`src/rtl/keccak_cdt_sampler_out_if.sv`:
```
// Handshake bundle between the Keccak squeeze output, the sampler stage and its consumer.
// master = environment side (drives commands, Keccak words, consumer ready); slave = sampler side.
interface keccak_cdt_sampler_out_if #(
  parameter int LANES      = 4,
  parameter int LANE_W     = 16,
  parameter int NUM_TABLES = 3,
  parameter int NW_W       = 9
);
  localparam int SEL_W = (NUM_TABLES > 1) ? $clog2(NUM_TABLES) : 1;
  localparam int W     = LANES * LANE_W;
  localparam int CMD_W = NW_W + SEL_W + 2;

  logic [CMD_W-1:0] cmd;
  logic             cmd_isReady;
  logic             cmd_canReceive;
  logic [W-1:0]     k__out;
  logic             k__out_isReady;
  logic             k__out_canReceive;
  logic             k__out_isLast;
  logic [W-1:0]     h__in;
  logic             h__in_isReady;
  logic             h__in_canReceive;
  logic             h__in_isLast;
  logic             busy;

  modport master (
    output cmd, cmd_isReady, k__out, k__out_isReady, h__in_canReceive,
    input  cmd_canReceive, k__out_canReceive, k__out_isLast,
           h__in, h__in_isReady, h__in_isLast, busy
  );

  modport slave (
    input  cmd, cmd_isReady, k__out, k__out_isReady, h__in_canReceive,
    output cmd_canReceive, k__out_canReceive, k__out_isLast,
           h__in, h__in_isReady, h__in_isLast, busy
  );
endinterface

```
`src/rtl/keccak_cdt_sampler_out.sv`:
```
// Keccak output stage: command FIFO, self-counted word framing, per-lane CDT sampling, registered output.
// Optional macro CDT_TABLE_WR_EN adds runtime-writable threshold tables.
module keccak_cdt_sampler_out #(
  parameter int LANES      = 4,
  parameter int LANE_W     = 16,
  parameter int TBL_DEPTH  = 12,
  parameter int NUM_TABLES = 3,
  parameter int CMD_DEPTH  = 4,
  parameter int NW_W       = 9,
  localparam int SEL_W     = (NUM_TABLES > 1) ? $clog2(NUM_TABLES) : 1,
  localparam int IDX_W     = (TBL_DEPTH > 1) ? $clog2(TBL_DEPTH) : 1,
  localparam int THR_W     = LANE_W - 1
) (
  input  logic clk,
  input  logic rst,
`ifdef CDT_TABLE_WR_EN
  input  logic             tbl_wr_en,
  input  logic [SEL_W-1:0] tbl_wr_sel,
  input  logic [IDX_W-1:0] tbl_wr_idx,
  input  logic [THR_W-1:0] tbl_wr_data,
`endif
  keccak_cdt_sampler_out_if.slave bus
);
  localparam int W     = LANES * LANE_W;
  localparam int CMD_W = NW_W + SEL_W + 2;
  localparam int PTR_W = (CMD_DEPTH > 1) ? $clog2(CMD_DEPTH) : 1;
  localparam int CNT_W = $clog2(CMD_DEPTH + 1);

  // Default thresholds; -1 marks an unused (all-ones) entry.
  localparam int DEF_THR [3][12] = '{
    '{4643, 13363, 20579, 25843, 29227, 31145, 32103, 32525, 32689, 32745, 32762, 32766},
    '{5638, 15915, 23689, 28571, 31116, 32217, 32613, 32731, 32760, 32766, -1, -1},
    '{9142, 23462, 30338, 32361, 32725, 32765, -1, -1, -1, -1, -1, -1}
  };

  function automatic logic [THR_W-1:0] default_thr(input int t, input int i);
    logic [THR_W-1:0] r;
    r = '1;
    if (NUM_TABLES >= 3 && TBL_DEPTH >= 12 && t < 3 && i < 12) begin
      if (DEF_THR[t][i] >= 0) r = THR_W'(DEF_THR[t][i]);
    end
    return r;
  endfunction

  logic [THR_W-1:0] tbl [NUM_TABLES][TBL_DEPTH];

`ifdef CDT_TABLE_WR_EN
  always_ff @(posedge clk or negedge rst) begin
    if (!rst) begin
      for (int t = 0; t < NUM_TABLES; t++)
        for (int i = 0; i < TBL_DEPTH; i++)
          tbl[t][i] <= default_thr(t, i);
    end else if (tbl_wr_en && int'(tbl_wr_sel) < NUM_TABLES && int'(tbl_wr_idx) < TBL_DEPTH) begin
      tbl[tbl_wr_sel][tbl_wr_idx] <= tbl_wr_data;
    end
  end
`else
  for (genvar gt = 0; gt < NUM_TABLES; gt++) begin : g_tbl
    for (genvar gi = 0; gi < TBL_DEPTH; gi++) begin : g_ent
      assign tbl[gt][gi] = default_thr(gt, gi);
    end
  end
`endif

  // Command FIFO
  logic [CMD_W-1:0] fifo_mem [CMD_DEPTH];
  logic [PTR_W-1:0] wr_ptr_reg, rd_ptr_reg;
  logic [CNT_W-1:0] fifo_cnt_reg;
  logic             fifo_full, head_valid, push, pop;

  function automatic logic [PTR_W-1:0] next_ptr(input logic [PTR_W-1:0] p);
    return (p == PTR_W'(CMD_DEPTH - 1)) ? '0 : p + PTR_W'(1);
  endfunction

  assign fifo_full  = (fifo_cnt_reg == CNT_W'(CMD_DEPTH));
  assign head_valid = (fifo_cnt_reg != '0);
  assign push       = bus.cmd_isReady & ~fifo_full;

  always_ff @(posedge clk) begin
    if (push) fifo_mem[wr_ptr_reg] <= bus.cmd;
  end

  logic [CMD_W-1:0] head;
  logic [NW_W-1:0]  head_nw;
  logic [SEL_W-1:0] head_sel;
  logic             head_sample, head_skip;

  assign head        = fifo_mem[rd_ptr_reg];
  assign head_skip   = head[0];
  assign head_sample = head[1];
  assign head_sel    = head[SEL_W+1:2];
  assign head_nw     = head[CMD_W-1:SEL_W+2];

  // Word framing; numWords==0 wraps to 2^NW_W words through the modular compare.
  logic [NW_W-1:0] word_cnt_reg;
  logic            h_valid_reg, h_last_reg;
  logic [W-1:0]    h_data_reg;
  logic            accept, is_last_word;

  assign bus.k__out_canReceive = head_valid & (~h_valid_reg | bus.h__in_canReceive);
  assign accept                = bus.k__out_canReceive & bus.k__out_isReady;
  assign is_last_word          = (word_cnt_reg == head_nw - NW_W'(1));
  assign pop                   = accept & is_last_word;
  assign bus.k__out_isLast     = accept & is_last_word & ~head_skip;
  assign bus.cmd_canReceive    = ~fifo_full;

  always_ff @(posedge clk or negedge rst) begin
    if (!rst) begin
      wr_ptr_reg   <= '0;
      rd_ptr_reg   <= '0;
      fifo_cnt_reg <= '0;
      word_cnt_reg <= '0;
    end else begin
      if (push) wr_ptr_reg <= next_ptr(wr_ptr_reg);
      if (pop)  rd_ptr_reg <= next_ptr(rd_ptr_reg);
      if (push && !pop)      fifo_cnt_reg <= fifo_cnt_reg + CNT_W'(1);
      else if (pop && !push) fifo_cnt_reg <= fifo_cnt_reg - CNT_W'(1);
      if (pop)         word_cnt_reg <= '0;
      else if (accept) word_cnt_reg <= word_cnt_reg + NW_W'(1);
    end
  end

  // Thresholds of the selected table; out-of-range selects never sample anyway.
  logic [THR_W-1:0] sel_thr [TBL_DEPTH];
  logic             sample_en;
  logic [W-1:0]     sampled;

  always_comb begin
    for (int i = 0; i < TBL_DEPTH; i++) begin
      sel_thr[i] = '1;
      for (int t = 0; t < NUM_TABLES; t++)
        if (head_sel == SEL_W'(t)) sel_thr[i] = tbl[t][i];
    end
  end

  assign sample_en = head_sample & (int'(head_sel) < NUM_TABLES);

  for (genvar gi = 0; gi < LANES; gi++) begin : g_lane
    logic [LANE_W-1:0] x, mag, lane_out;
    assign x = bus.k__out[gi*LANE_W +: LANE_W];
    always_comb begin
      mag = '0;
      for (int i = 0; i < TBL_DEPTH; i++)
        if (x[LANE_W-1:1] > sel_thr[i]) mag = mag + LANE_W'(1);
    end
    assign lane_out = x[0] ? (LANE_W'(0) - mag) : mag;
    assign sampled[gi*LANE_W +: LANE_W] = sample_en ? lane_out : x;
  end

  always_ff @(posedge clk or negedge rst) begin
    if (!rst) begin
      h_valid_reg <= 1'b0;
      h_last_reg  <= 1'b0;
      h_data_reg  <= '0;
    end else if (accept) begin
      h_valid_reg <= 1'b1;
      h_last_reg  <= is_last_word;
      h_data_reg  <= sampled;
    end else if (bus.h__in_canReceive) begin
      h_valid_reg <= 1'b0;
    end
  end

  assign bus.h__in         = h_data_reg;
  assign bus.h__in_isReady = h_valid_reg;
  assign bus.h__in_isLast  = h_last_reg;
  assign bus.busy          = head_valid | h_valid_reg;
endmodule

```
`src/flat_wrapper.sv`:
```
// flat-port wrapper written by rule: the top's interface ports become plain ports
module keccak_cdt_sampler_out_flat 
#(
  parameter int LANES      = 4,
  parameter int LANE_W     = 16,
  parameter int TBL_DEPTH  = 12,
  parameter int NUM_TABLES = 3,
  parameter int CMD_DEPTH  = 4,
  parameter int NW_W       = 9,
  localparam int SEL_W     = (NUM_TABLES > 1) ? $clog2(NUM_TABLES) : 1,
  localparam int IDX_W     = (TBL_DEPTH > 1) ? $clog2(TBL_DEPTH) : 1,
  localparam int THR_W     = LANE_W - 1
)
  (clk, rst, bus_cmd, bus_cmd_isReady, bus_k__out, bus_k__out_isReady, bus_h__in_canReceive, bus_cmd_canReceive, bus_k__out_canReceive, bus_k__out_isLast, bus_h__in, bus_h__in_isReady, bus_h__in_isLast, bus_busy);
  keccak_cdt_sampler_out_if #(.LANES(LANES), .LANE_W(LANE_W), .NUM_TABLES(NUM_TABLES), .NW_W(NW_W)) bus_i ();
  input  logic clk;
  input  logic rst;
  input wire logic [$bits(bus_i.cmd)-1:0] bus_cmd;
  input wire logic [$bits(bus_i.cmd_isReady)-1:0] bus_cmd_isReady;
  input wire logic [$bits(bus_i.k__out)-1:0] bus_k__out;
  input wire logic [$bits(bus_i.k__out_isReady)-1:0] bus_k__out_isReady;
  input wire logic [$bits(bus_i.h__in_canReceive)-1:0] bus_h__in_canReceive;
  output wire logic [$bits(bus_i.cmd_canReceive)-1:0] bus_cmd_canReceive;
  output wire logic [$bits(bus_i.k__out_canReceive)-1:0] bus_k__out_canReceive;
  output wire logic [$bits(bus_i.k__out_isLast)-1:0] bus_k__out_isLast;
  output wire logic [$bits(bus_i.h__in)-1:0] bus_h__in;
  output wire logic [$bits(bus_i.h__in_isReady)-1:0] bus_h__in_isReady;
  output wire logic [$bits(bus_i.h__in_isLast)-1:0] bus_h__in_isLast;
  output wire logic [$bits(bus_i.busy)-1:0] bus_busy;
  assign bus_i.cmd = bus_cmd;
  assign bus_i.cmd_isReady = bus_cmd_isReady;
  assign bus_i.k__out = bus_k__out;
  assign bus_i.k__out_isReady = bus_k__out_isReady;
  assign bus_i.h__in_canReceive = bus_h__in_canReceive;
  assign bus_cmd_canReceive = bus_i.cmd_canReceive;
  assign bus_k__out_canReceive = bus_i.k__out_canReceive;
  assign bus_k__out_isLast = bus_i.k__out_isLast;
  assign bus_h__in = bus_i.h__in;
  assign bus_h__in_isReady = bus_i.h__in_isReady;
  assign bus_h__in_isLast = bus_i.h__in_isLast;
  assign bus_busy = bus_i.busy;
  keccak_cdt_sampler_out #(.LANES(LANES), .LANE_W(LANE_W), .TBL_DEPTH(TBL_DEPTH), .NUM_TABLES(NUM_TABLES), .CMD_DEPTH(CMD_DEPTH), .NW_W(NW_W)) u_core (.clk(clk), .rst(rst), .bus(bus_i));
endmodule
```
`config.mk`:
```
export PLATFORM = sky130hd
export DESIGN_NAME = keccak_cdt_sampler_out_flat
export DESIGN_NICKNAME = d
export VERILOG_FILES = /design/src/rtl/keccak_cdt_sampler_out_if.sv /design/src/rtl/keccak_cdt_sampler_out.sv /design/src/flat_wrapper.sv
export SDC_FILE = /design/constraint.sdc
export NUM_CORES = 1
export LEC_CHECK = 0
export BUFFER_PORTS_ARGS = -buffer_cell sky130_fd_sc_hd__buf_2
export CAP_MARGIN = 20
export CELL_PAD_IN_SITES_DETAIL_PLACEMENT = 0
export CELL_PAD_IN_SITES_GLOBAL_PLACEMENT = 2
export CORE_UTILIZATION = 38
export CTS_BUF_LIST = sky130_fd_sc_hd__clkbuf_8 sky130_fd_sc_hd__clkbuf_16
export DETAILED_ROUTE_END_ITERATION = 8
export PLACE_DENSITY_LB_ADDON = 0.1
export SLEW_MARGIN = 10
export SYNTH_ARGS = -nofsm -noshare
export SYNTH_HDL_FRONTEND = slang
export SYNTH_SLANG_ARGS = --single-unit
export TNS_END_PERCENT = 50
```
`constraint.sdc`:
```
create_clock -name clk -period 17.4 [get_ports clk]
set_input_delay 1.74 -clock clk [delete_from_list [all_inputs] [get_ports clk]]
set_output_delay 1.74 -clock clk [all_outputs]
set_load 0.005 [all_outputs]
```
==> impl_metrics.json, run 1 <==
{
  "final_common_cell": "ha_1",
  "grt_pass1_wl_um": 107000,
  "placed_cells": 3132,
  "synth_seq_cells": 134,
  "setup_viol": 0,
  "fin_cells": 3167,
  "p_clk_share_pct": 12.0,
  "syn_nets": 2713,
  "hold_start": "u_core.bus.h__in_isLast",
  "setup_tns_ns": 0,
  "synth-edff-count": 52,
  "r2r_cells": 50,
  "clk_pin_slew_ns": 0.07,
  "met3_length_um": 2930,
  "ys_async_sr_fraction_pct": 61.2,
  "grt_util_all_layers_pct": 25.9,
  "rows": 82,
  "worst_skew_pair.late_latency_ns": 0.48,
  "status": "completed",
  "rsz0062_at_grt": "false",
  "cts_sinks": 134,
  "gp_congestion": 0.912,
  "core_area_sq_mm": 0.0505,
  "first_pass_iters": 6,
  "via_count": 19400,
  "cts-buffers-inserted": 17,
  "drt-total-wl_um": 69100,
  "post_cts_buffers": 0,
  "first_iter_violations": 1387,
  "r2r_end": "u_core.bus.h__in[28]",
  "worst_pin_slew_ns": 1.04,
  "cts_tree": "built",
  "grt-ovfl-total": 0,
  "met1Wirelength_um": 32800,
  "crit_type": "reg -> reg",
  "cts.path.max_buffers": 2,
  "antenna_found_initial": 3,
  "maxCapViolCount": 0,
  "max_stage_delay_ns": 0.78,
  "syn-instance-count": 2405,
  "rrSetupSlack_ns": 4.79,
  "power_frac_comb_pct": 70.5,
  "largest_register_ffs": 64,
  "grt_max_degree": 68,
  "vdd_drop_max_uv": 91.8,
  "root_buffer": "clkbuf_16",
  "synthDistinctLibCells": 127,
  "rr_startpoint": "u_core.rd_ptr_reg[1]",
  "max_freq_ghz": 0.0793,
  "areaGrowthSynthToFinish_pct": 9.36,
  "holdBufCountCts": 0,
  "fin_skew_ns": 0.0124,
  "fin_crit_sh_pct": 72.5,
  "hold_class": "reg -> reg",
  "cp.arrival_ns": 12.96,
  "synth_area_sq_mm": 0.0196,
  "highest_layer": "met4",
  "crit_required_ns": 17.76,
  "p_leak_nw": 8.83,
  "power_switching_share_pct": 51.4,
  "cp-end-kind": "flop",
  "cp_max_fo": 63,
  "grt_pass1_vias": 18400,
  "dr_wl_met2_um": 31800,
  "port_buffers": 151,
  "hold_path_end": "u_core.bus.h__in_isLast",
  "fp.dieW_um": 229,
  "drc_errors": 0,
  "maxSlewViolCount": 0,
  "syn_avg_cell_area_sq_um": 8.15,
  "powerDensity_mw_per_mm2": 138,
  "hpwl_um": 52200,
  "die-area_sq_mm": 0.0525,
  "fin_crit_ns": 12.61,
  "die_y_um": 229,
  "switchingPower_mw": 1.52,
  "sequentialPowerShare_pct": 17.5,
  "hold_viol": 0,
  "worstHoldPathCells": 2,
  "ys_seq_area_share_pct": 18.4,
  "path_common_cell": "ha_1",
  "crit_path_start_kind": "flop",
  "slowest_stage": "dfrtp_1",
  "final_cell_mix": "222 x ha_1, 217 x nand2_1, 179 x nand3_1",
  "synth_flop_cell": "dfrtp_1",
  "h-tree-depth": 4,
  "viasPerCell": 6.11,
  "post_cts_resized": 0,
  "antenna_left": 0,
  "finalNetCount": 2789,
  "p_int_mw": 1.43,
  "num-fill-cells": 5201,
  "initial_core_util_pct": 38.8,
  "final_layout_size_suffix_gt1_share_pct": 13.9,
  "io-pin-count": 152,
  "wl_per_cell_um": 21.8,
  "ys_warn_count": 0,
  "slew-limit-headroom_pct": 29.6
}
[cells by family (layout without fill, tap and decap cells)]
group	count (synthesis)	after routing	share of synthesized area, %
xor gates and xnor gates	147	147	8.45
adders and majority gates	246	246	15.5
DFF	134	134	18.4
AOI/OAI and AO/OA	676	676	24.8
muxes	51	51	3.52
and+or+nand+nor	950	950	25.0
other	0	1	0
buffers and inverters	201	290	4.26
[power by group through the flow]
stage	logic, mW	registers [mW]	clock network (mW)
3_5_place_dp	2.06	0.523	0
2_1_floorplan	1.50	0.498	0
3_3_place_gp	2.04	0.520	0
6_report	2.08	0.516	0.355
4_1_cts	2.08	0.518	0.364
5_1_grt	2.32	0.528	0.375
[worst max path at each step]
stage,start,endpoint,depth (start not counted)
after floorplan,u_core.rd_ptr_reg[0],u_core.bus.h__in[24],56
after global placement,u_core.rd_ptr_reg[1],u_core.bus.h__in[44],49
after detailed placement,u_core.rd_ptr_reg[1],u_core.bus.h__in[40],49
after CTS,u_core.rd_ptr_reg[1],u_core.bus.h__in[40],49
after global routing,u_core.rd_ptr_reg[1],u_core.bus.h__in[46],49
final,u_core.rd_ptr_reg[1],u_core.bus.h__in[28],50
[per-layer routing]
metal  vias up  global-route usage, %
met1      9400                   35.9
met5         -                      0
li1       9343                      -
met3        85                   2.76
met4         0                   7.08
met2       537                   42.6
[synth_stat cells (13+ instances only)]
| cell type | number | share of area, % |
|---|---|---|
| nor2b_1 | 18 | 0.57 |
| ha_1 | 225 | 14 |
| nor4_1 | 21 | 0.67 |
| nand2b_1 | 27 | 0.86 |
| and2_1 | 36 | 1.1 |
| edfxtp_1 | 52 | 8.0 |
| clkbuf_1 | 84 | 1.6 |
| o21ai_0 | 113 | 2.9 |
| a21o_1 | 28 | 1.1 |
| xnor2_1 | 81 | 3.6 |
| o211ai_1 | 17 | 0.65 |
| mux2_2 | 14 | 0.80 |
| nor2_1 | 166 | 3.2 |
| xor2_1 | 35 | 1.6 |
| o22ai_1 | 16 | 0.51 |
| or3_1 | 28 | 0.89 |
| nand3_1 | 179 | 4.6 |
| dfrtp_1 | 82 | 10 |
| inv_1 | 83 | 1.6 |
| mux2i_1 | 24 | 1.2 |
| o2111ai_1 | 14 | 0.63 |
| a21oi_1 | 164 | 4.2 |
| a211oi_1 | 36 | 1.4 |
| or2_2 | 23 | 0.73 |
| nand4_1 | 59 | 1.9 |
| nor3_1 | 45 | 1.1 |
| a31oi_1 | 28 | 0.89 |
| nand2_1 | 218 | 4.2 |
| o31ai_1 | 25 | 0.96 |
| and3_1 | 46 | 1.5 |
| and4_1 | 14 | 0.63 |
| o21a_1 | 17 | 0.65 |
| o21bai_1 | 15 | 0.57 |
| o211a_1 | 13 | 0.66 |
| buf_2 | 16 | 0.41 |
| maj3_1 | 20 | 1.0 |
[through the flow]
stage	power [mW]	utilization, %	area (sq um)	setup slack (ns)	hold WS (ns)
after floorplan	2.00	-	19600	4.97	0.464
after global placement	2.56	41.3	20900	5.10	0.457
after detailed placement	2.59	41.3	20900	4.82	0.458
after CTS	2.96	42.4	21400	4.79	0.473
after global routing	3.22	42.5	21400	3.70	0.512
final	2.95	42.5	21400	4.79	0.471
[layout make-up]
type | instances | area [sq um] | area share, %
inverters | 85 | 319 | 1.49
clock inverters | 15 | 133 | 0.619
multi-input cells | 2070 | 15200 | 70.8
flip-flops and latches | 134 | 3610 | 16.9
diodes | 1 | 2.50 | 0.0117
clock buffers | 17 | 425 | 1.98
well taps | 672 | 841 | 3.92
repair buffers | 173 | 918 | 4.28
[critical path, delay by kind of cell (launching register included)]
kind            cells  cell delay, ns
compound gates     11            2.05
xor+xnor            1            0.23
fa+ha+maj          11            3.56
buf+inv             8            1.64
flops               1            0.78
mux                 5            1.44
simple gates       14            2.72
Note: power is estimated with default switching activity, not from simulation.
==> run 2: changes to the inputs <==
--- a/config.mk
+++ b/config.mk
@@ -5,11 +5,12 @@
 export SDC_FILE = /design/constraint.sdc
 export NUM_CORES = 1
 export LEC_CHECK = 0
+export ABC_AREA = 1
 export BUFFER_PORTS_ARGS = -buffer_cell sky130_fd_sc_hd__buf_2
 export CAP_MARGIN = 20
 export CELL_PAD_IN_SITES_DETAIL_PLACEMENT = 0
 export CELL_PAD_IN_SITES_GLOBAL_PLACEMENT = 2
-export CORE_UTILIZATION = 38
+export CORE_UTILIZATION = 31
 export CTS_BUF_LIST = sky130_fd_sc_hd__clkbuf_8 sky130_fd_sc_hd__clkbuf_16
 export DETAILED_ROUTE_END_ITERATION = 8
 export PLACE_DENSITY_LB_ADDON = 0.1
==> constraint.sdc (replaced) <==
create_clock -name clk -period 10.1 [get_ports clk]
set_input_delay 1.01 -clock clk [delete_from_list [all_inputs] [get_ports clk]]
set_output_delay 1.01 -clock clk [all_outputs]
set_load 0.005 [all_outputs]
==> run 2 against run 1 <==
Against the previous run: critical path depth up 2; count of clock-buffer cells in the layout up 2; combinational power rose to 3.5 times the previous value; global-route usage down 3.1 points; synthesized area down 2.3%; power rose to 3.0 times the previous value; non-clock buffer count up 15; largest power group unchanged.
==> impl_metrics.json, run 2 <==
{
  "status": "completed",
  "slowest_stage": "dfrtp_1",
  "crit_required_ns": 10.48,
  "holdBufCountCts": 0,
  "num-fill-cells": 6651,
  "drc_errors": 0,
  "ys_seq_area_share_pct": 18.9,
  "p_leak_nw": 11.2,
  "final_layout_size_suffix_gt1_share_pct": 12.3,
  "areaGrowthSynthToFinish_pct": 12.8,
  "cts_tree": "built",
  "crit_type": "reg -> reg",
  "cts.path.max_buffers": 2,
  "first_iter_violations": 1433,
  "syn_nets": 3399,
  "fin_crit_sh_pct": 92.9,
  "antenna_left": 0,
  "grt_util_all_layers_pct": 22.9,
  "synth_flop_cell": "dfrtp_1",
  "powerDensity_mw_per_mm2": 405,
  "fin_ws_ns": 0.714,
  "grt_pass1_wl_um": 112000,
  "finish.instance_area_sq_mm": 0.0216,
  "max_freq_ghz": 0.107,
  "antenna_found_initial": 10,
  "grt-ovfl-total": 0,
  "crit_family": "adder cells",
  "drt-total-wl_um": 71600,
  "synthDistinctLibCells": 75,
  "r2r_end": "u_core.bus.h__in[40]",
  "worst_pin_slew_ns": 0.924,
  "wl_per_cell_um": 17.7,
  "hold_class": "in -> async",
  "largest_register_ffs": 64,
  "crit_path_start_kind": "flop",
  "setup_viol": 0,
  "worst_skew_pair.late_latency_ns": 0.49,
  "startpoint": "u_core.rd_ptr_reg[0]",
  "vdd_drop_max_uv": 232,
  "io-pin-count": 152,
  "hpwl_um": 56500,
  "placed_cells": 3999,
  "cp-end-kind": "flop",
  "rrSetupSlack_ns": 0.71,
  "synth_seq_cells": 134,
  "synth_top_area_cell": "nand2_1",
  "viasPerCell": 5.11,
  "ys_warn_count": 0,
  "cp_max_fo": 10,
  "fin_crit_ns": 9.39,
  "die_y_um": 251,
  "ys_async_sr_fraction_pct": 61.2,
  "cts_sinks": 134,
  "synth_top_area_share_pct": 17.9,
  "fin_cells": 4043,
  "die-area_sq_mm": 0.0628,
  "rr_startpoint": "u_core.rd_ptr_reg[0]",
  "ys_top_cells_by_count": "915 x nand2_1, 416 x inv_1, 293 x nor2_1",
  "core_area_sq_mm": 0.0607,
  "gp_congestion": 0.902,
  "max_stage_delay_ns": 0.44,
  "path_common_cell": "nand2_1",
  "initial_core_util_pct": 31.5,
  "rsz0062_at_grt": "true",
  "fin_util_pct": 35.6,
  "final_common_cell": "nand2_1",
  "place_ws_ns": 0.325,
  "setup_tns_ns": 0,
  "path_buf_inv": 8,
  "cts-buffers-inserted": 17,
  "worst_hold_slack_ns": 0.470,
  "synth-edff-count": 52,
  "dpl_cell_area_sq_mm": 0.0208,
  "maxSlewViolCount": 0,
  "rows": 90,
  "final_cell_mix": "913 x nand2_1, 412 x inv_1, 292 x nor2_1",
  "port_buffers": 151,
  "synth_most_common_cell": "nand2_1",
  "grt_max_degree": 71,
  "root_buffer": "clkbuf_16",
  "hold_viol": 0,
  "syn-instance-count": 3091,
  "syn_avg_cell_area_sq_um": 6.19,
  "fp.dieW_um": 251,
  "grt_pass1_vias": 20000,
  "via_count": 20700,
  "first_pass_iters": 5,
  "clk_pin_slew_ns": 0.07,
  "finalNetCount": 3555,
  "fin_skew_ns": 0.0196,
  "synthTopCellsByArea": "nand2_1 18%, ha_1 15%, dfrtp_1 11%",
  "fin_total_pwr_mw": 8.74,
  "h-tree-depth": 4,
  "synth_area_sq_mm": 0.0191,
  "maxCapViolCount": 0,
  "r2r_cells": 52,
  "cp.arrival_ns": 9.76,
  "slew-limit-headroom_pct": 38.4
}
==> run 2: cell count changes in the layout (fill, tap and decap cells not counted), moves of 24 or more <==
cell,delta
o21ai_0,-27
a211oi_1,-28
nand3_1,+89
or3_1,-28
mux2i_1,-24
and3_1,-44
xnor2_1,-76
nor2_2,+31
nand2_2,+55
nor2_1,+126
nand2_1,+696
and2_1,-28
inv_1,+329
nand2b_1,-27
==> run 2: logic make-up after synthesis <==
family,synth area share [%]
AO/OA/AOI/OAI,12.9
XOR/XNOR,1.50
adder cells (fa/ha/maj),14.8
buffers and inverters,9.95
flip-flops,18.9
multiplexers,0.0588
AND/OR/NAND/NOR,41.9
==> run 2: power by group <==
group | internal [mW] | switching (mW)
clock network | 0.346 | 0.308
logic | 2.43 | 4.77
registers | 0.770 | 0.124
==> run 2: worst max-delay path by stage <==
stage	endpoint	slack (ns)	cells after the start
2_1_floorplan	u_core.bus.h__in[40]	0.10	57
3_3_place_gp	u_core.bus.h__in[8]	0.46	51
3_5_place_dp	u_core.bus.h__in[8]	0.33	54
4_1_cts	u_core.bus.h__in[8]	0.31	53
5_1_grt	u_core.bus.h__in[40]	-0.03	51
6_report	u_core.bus.h__in[40]	0.71	52
==> run 2: timing repair <==
action / 4_1_cts / 5_1_grt
resized for setup: 0 / 20
setup endpoints to repair: 0 / 55
buffers inserted: 0 / 10
==> run 2: cell type report <==
type                    count  area (sq um)  share of cell area, %
diodes                      1          2.50                 0.0116
clock inverters            13           120                  0.556
multi-input cells        2473         13700                   63.5
repair buffers            188          1060                   4.91
inverters                 433          1630                   7.56
well taps                 782           978                   4.53
clock buffers              19           464                   2.15
flip-flops and latches    134          3610                   16.7
==> run 2: layer usage <==
metal | global-route usage, % | routed length [um] | vias up | part of all wire (%)
met1 | 30.9 | 34800 | 9502 | 49
met2 | 37.1 | 31700 | 475 | 44
met4 | 6.13 | 1500 | 16 | 2.1
met5 | 0 | 85 | - | 0.12
li1 | - | - | 10600 | -
met3 | 4.15 | 3510 | 91 | 4.9
